### config.mk
export PLATFORM = sky130hd
export DESIGN_NAME = bist_pattern_gen
export DESIGN_NICKNAME = d
export VERILOG_FILES = /design/src/rtl/bist_pkg.sv /design/src/rtl/bist_lfsr.sv /design/src/rtl/bist_pattern_gen.sv
export SDC_FILE = /design/constraint.sdc
export NUM_CORES = 1
export LEC_CHECK = 0
export ABC_AREA = 1
export BUFFER_PORTS_ARGS = -buffer_cell sky130_fd_sc_hd__buf_2
export CORE_ASPECT_RATIO = 0.7
export CORE_UTILIZATION = 47
export CTS_BUF_LIST = sky130_fd_sc_hd__clkbuf_4 sky130_fd_sc_hd__clkbuf_8 sky130_fd_sc_hd__clkbuf_16
export CTS_CLUSTER_DIAMETER = 150
export DETAILED_ROUTE_END_ITERATION = 10
export HOLD_SLACK_MARGIN = 0.12
export PLACE_DENSITY = 0.85
export SLEW_MARGIN = 20
export SYNTH_ARGS = -nofsm -noshare
export SYNTH_HDL_FRONTEND = slang
export SYNTH_SLANG_ARGS = --single-unit
### constraint.sdc
create_clock -name clk -period 1.4 [get_ports clk]
set_input_delay 0.07 -clock clk [delete_from_list [all_inputs] [get_ports clk]]
set_output_delay 0.07 -clock clk [all_outputs]
set_load 0.01 [all_outputs]
### src/rtl/bist_pkg.sv
// bist_pkg: shared FSM states, MISR constants and zero-seed substitute for the BIST pattern generator
package bist_pkg;
    typedef enum logic [1:0] {ST_IDLE, ST_RUN, ST_DONE} state_t;
    localparam logic [15:0] MISR_TAPS = 16'h8810;
    localparam logic [15:0] MISR_RST = 16'hFFFF;
    localparam int ZERO_SEED_SUB = 1;
endpackage

### src/rtl/bist_lfsr.sv
// bist_lfsr: Fibonacci shift register with parallel load and XOR injection (LFSR or MISR)
module bist_lfsr #(
    parameter int WIDTH = 5,
    parameter logic [WIDTH-1:0] TAPS = 5'b10100,
    parameter logic [WIDTH-1:0] RST_VAL = '0
) (
    input  logic             clk,
    input  logic             rst_n,
    input  logic             load,
    input  logic [WIDTH-1:0] seed,
    input  logic             advance,
    input  logic [WIDTH-1:0] inject,
    output logic [WIDTH-1:0] state
);
    logic [WIDTH-1:0] r_state;
    logic [WIDTH-1:0] w_next;
    assign w_next = {r_state[WIDTH-2:0], ^(r_state & TAPS)};
    assign state = r_state;
    // load wins over advance; an advancing step folds in the injected word
    always_ff @(posedge clk) begin
        if (!rst_n) r_state <= RST_VAL;
        else if (load) r_state <= seed;
        else if (advance) r_state <= w_next ^ inject;
    end
endmodule

### src/rtl/bist_pattern_gen.sv
// bist_pattern_gen: LFSR stimulus generator with IDLE/RUN/DONE control; optional MISR via BIST_MISR_EN
module bist_pattern_gen
    import bist_pkg::*;
#(
    parameter int VEC_WIDTH = 5,
    parameter int VEC_LENGTH = 32,
    parameter logic [VEC_WIDTH-1:0] TAPS = 5'b10100,
    parameter int RESP_WIDTH = 2
) (
    input  logic                  clk,
    input  logic                  rst_n,
    input  logic                  start,
    input  logic [VEC_WIDTH-1:0]  seed_in,
`ifdef BIST_MISR_EN
    input  logic [RESP_WIDTH-1:0] resp_in,
    output logic [15:0]           signature,
`endif
    output logic [VEC_WIDTH-1:0]  vec_out,
    output logic                  vec_valid,
    output logic [15:0]           vec_idx,
    output logic                  busy,
    output logic                  done
);
    state_t r_state;
    logic r_valid, r_busy, r_done;
    logic [15:0] r_idx;
    logic w_accept, w_last, w_advance;
    logic [VEC_WIDTH-1:0] w_seed;
    assign w_accept = (r_state != ST_RUN) && start;
    assign w_last = r_idx == 16'(VEC_LENGTH - 1);
    assign w_advance = (r_state == ST_RUN) && !w_last;
    assign w_seed = (seed_in == '0) ? VEC_WIDTH'(ZERO_SEED_SUB) : seed_in;
    assign vec_valid = r_valid;
    assign vec_idx = r_idx;
    assign busy = r_busy;
    assign done = r_done;
    // the LFSR register itself drives vec_out; it stops on the last vector so the value holds in DONE
    bist_lfsr #(.WIDTH(VEC_WIDTH), .TAPS(TAPS), .RST_VAL('0)) u_lfsr (
        .clk(clk), .rst_n(rst_n), .load(w_accept), .seed(w_seed),
        .advance(w_advance), .inject('0), .state(vec_out)
    );
`ifdef BIST_MISR_EN
    // each valid cycle's response is folded in at the closing edge, so the last one lands as done rises
    bist_lfsr #(.WIDTH(16), .TAPS(MISR_TAPS), .RST_VAL(MISR_RST)) u_misr (
        .clk(clk), .rst_n(rst_n), .load(w_accept), .seed(MISR_RST),
        .advance(r_valid), .inject(16'(resp_in)), .state(signature)
    );
`endif
    // control FSM with registered status outputs; start is only honoured outside RUN
    always_ff @(posedge clk) begin
        if (!rst_n) begin
            r_state <= ST_IDLE;
            r_valid <= 1'b0;
            r_busy <= 1'b0;
            r_done <= 1'b0;
            r_idx <= '0;
        end else if (w_accept) begin
            r_state <= ST_RUN;
            r_valid <= 1'b1;
            r_busy <= 1'b1;
            r_done <= 1'b0;
            r_idx <= '0;
        end else if (r_state == ST_RUN) begin
            if (w_last) begin
                r_state <= ST_DONE;
                r_valid <= 1'b0;
                r_busy <= 1'b0;
                r_done <= 1'b1;
            end else begin
                r_idx <= r_idx + 16'd1;
            end
        end
    end
endmodule

==> metrics <==
CTS buffer count=3; die width=about 66 um; P_sw=0.3365 mW; total of max-cap violations=0; internal power=0.9792 mW; final wirelength=3.722 mm; most common cell after layout, fill and taps aside=nand2_1; Fin. Hold Viols=0; first-pass GRT wire length=5.706 mm; vias in the first global route=1233; initial antenna violation count=0; Die Y=46.86 um; gr usage total=0.2535; IO Port Bufs=31; most frequent cells in the layout=nand2_1, buf_2, nor2_1; clock buffer depth=2; worst path required time=1.56 ns; post-DP HPWL=between 2 and 3 mm; Reg clk slew, reported paths=0.08 ns; TritonCTS clock tree=done; Mapped Area=1351 um2; Setup CP Type=reg2reg; flops & latches, synth=23; drt first-iter violations=between 80 and 90; Comb pwr share=0.151; f_max=720.5 MHz; largest net degree at the start of global routing=16; I/O pin total=32; clock skew=around 0.006 ns; yosys warns=0; Initial Utilization=0.5217; Post-Syn Nets=214; hold-critical path depth=5; grt ovf=0; Reg area=470.5 um2; leakage=0.8879 nW; Clk pwr share=0.331; period utilization=0.9914; DIE AREA=3097 um2; min-delay src=seed_in[2]; fin area=between 1500 and 2000 um2; CP Max Fanout=11; clk_lat worst skew=between 0.2 and 0.3 ns; Worst Hold Class=in2reg; DRT antenna net count=0; # fillers=183; Placed Area=1752 um2; number of diodes=0; sequential power share=0.518; RSZ-0062 raised after global routing=true; Max-slew headroom=0.8540; Mean Syn Cell Area=6.592 um2; Min Clock Period, post-route=1.388 ns; TritonCTS Sinks=23; worst vdd ir=0.6354 mV; Pre-antenna DRT Iters=4; Worst Tran Pin Value=0.2187 ns; run status=complete, no violations; critical-path cell list=ha_4, nand3_4, nor2_4, buf_12, a21oi_4, buf_12, nand3_1, nand2_1, nor2_1; Setup crit end kind=flop; count of different cell masters after synthesis=25; Sw Share=0.2558; layout cells sized above 1=0.3872; element type at the critical path start=flop; core area=2590 um2; Vias per Instance=approximately 5; area grow syn2layout=44.91%; crit path launch=vec_idx[1]$_SDFFE_PP0P_; Root Driver=clkbuf_8; fin. max-slew vios=0; Critical Path Slowest Stage Cell=dfxtp_2; Rows=15; gpl congestion=0.8585; H-tree levels=1; detailed-route DRC error count=0; WL per Instance=12.41 um; sequential share of the synthesized area=0.3407; multi-input logic area=859.6 um2; FF-to-FF Start=vec_idx[1]$_SDFFE_PP0P_; Synth Instances=205; Most Frequent Cell on Critical Path=buf_12; critical path data arrival time=1.55 ns; nets=276; total number of vias=1528; reg2reg path depth=9; PwrDens=around 670 nW/um2; final setup violation count=0; total power=1.316 mW; R2R setup slack=about 0.012 ns; CP peak stage delay=between 0.3 and 0.4 ns
-- synthesized netlist by cell type --
cell       n  area share
a21oi_1   13       0.048
nand4_1    5       0.023
nor3_1     2      0.0074
a21oi_2    6       0.039
buf_6      1      0.0083
xor2_1     5       0.032
nand2_4    2       0.017
o21ai_0    6       0.022
buf_4      2       0.011
nor2_4     2       0.017
ha_1       1      0.0093
nand3_2    1      0.0074
inv_1     22       0.061
dfxtp_1   23        0.34
nand2_2    1      0.0046
buf_2      1      0.0037
inv_2      1      0.0028
a21oi_4    1       0.012
nor2_1    28       0.078
clkbuf_1   1      0.0028
nor2_2     1      0.0046
nand3_1   17       0.063
o211ai_1   1      0.0056
xnor2_1    2       0.013
nand2_1   60        0.17
-- final timing paths --
check | to
worst max-delay path | vec_idx[12]$_SDFFE_PP0P_
worst min-delay path | u_lfsr.state[2]$_SDFFE_PN0P_
worst max register to register | vec_idx[12]$_SDFFE_PP0P_
worst min register to register | done$_SDFFE_PP0P_
-- kinds of logic after synthesis --
logic type	count (synthesis)	share of synthesized area
AOI/OAI and AO/OA	27	0.1269
xor gates and xnor gates	7	0.04537
adders and majority gates	1	0.009258
buffers and inverters	28	0.08980
DFF	23	0.3407
and+or+nand+nor	119	0.3880
-- power groups by stage --
stage,registers (mW),clock network [mW],logic (mW)
after floorplan,0.701,0,0.0956
after CTS,0.680,0.452,0.189
after global placement,0.694,0,0.179
after detailed placement,0.695,0,0.182
final,0.681,0.435,0.199
after global routing,0.684,0.475,0.220
-- routing by layer --
| layer | share of wire | global-route usage |
|---|---|---|
| met2 | 0.44 | 0.3776 |
| met1 | 0.48 | 0.3671 |
| met4 | 0.012 | 0.06383 |
| met5 | 0 | 0 |
| met3 | 0.073 | 0.06553 |
-- stage by stage --
stage | utilization | cells | TNS, ns | setup WS, ns | hold slack [ns]
finish | 0.7560 | 300 | 0 | 0.01203 | 0.1956
global route | 0.7560 | 300 | -0.3935 | -0.06620 | 0.2429
CTS | 0.7203 | 298 | 0 | 0.003098 | 0.1885
detailed placement | 0.6763 | 291 | -0.3360 | -0.05884 | 0.3263
global placement | 0.6763 | 291 | -0.09338 | -0.02074 | 0.3138
floorplan | - | 205 | 0 | 0.01310 | 0.2033
-- layout make-up --
| class | instances | share of cell area |
|---|---|---|
| Clock buffer | 4 | 0.02492 |
| Inverter | 23 | 0.04409 |
| Multi-Input combinational cell | 154 | 0.4390 |
| Sequential cell | 23 | 0.2403 |
| Tap cell | 34 | 0.02173 |
| Timing Repair Buffer | 62 | 0.2300 |
-- sequential cells by signal, summed over array words and instances, names as in the netlist --
register      cells
busy              1
done              1
u_lfsr.state      5
vec_idx          16
-- worst max-delay path: cells and delay by family (launching register included) --
family	cells	cell delay (ns)
fa+ha+maj	1	0.17
flops	1	0.34
buf+inv	2	0.27
simple gates	5	0.33
compound gates	1	0.18
-- timing repair --
item,in CTS,in global routing
hold buffers,2,0
pin swaps,1,3
endpoints found under the setup margin,13,21
setup buffers,1,2
gates resized for setup,4,24
cloned,0,0
hold endpoints to repair,1,0
(Power assumes the default switching activity.)
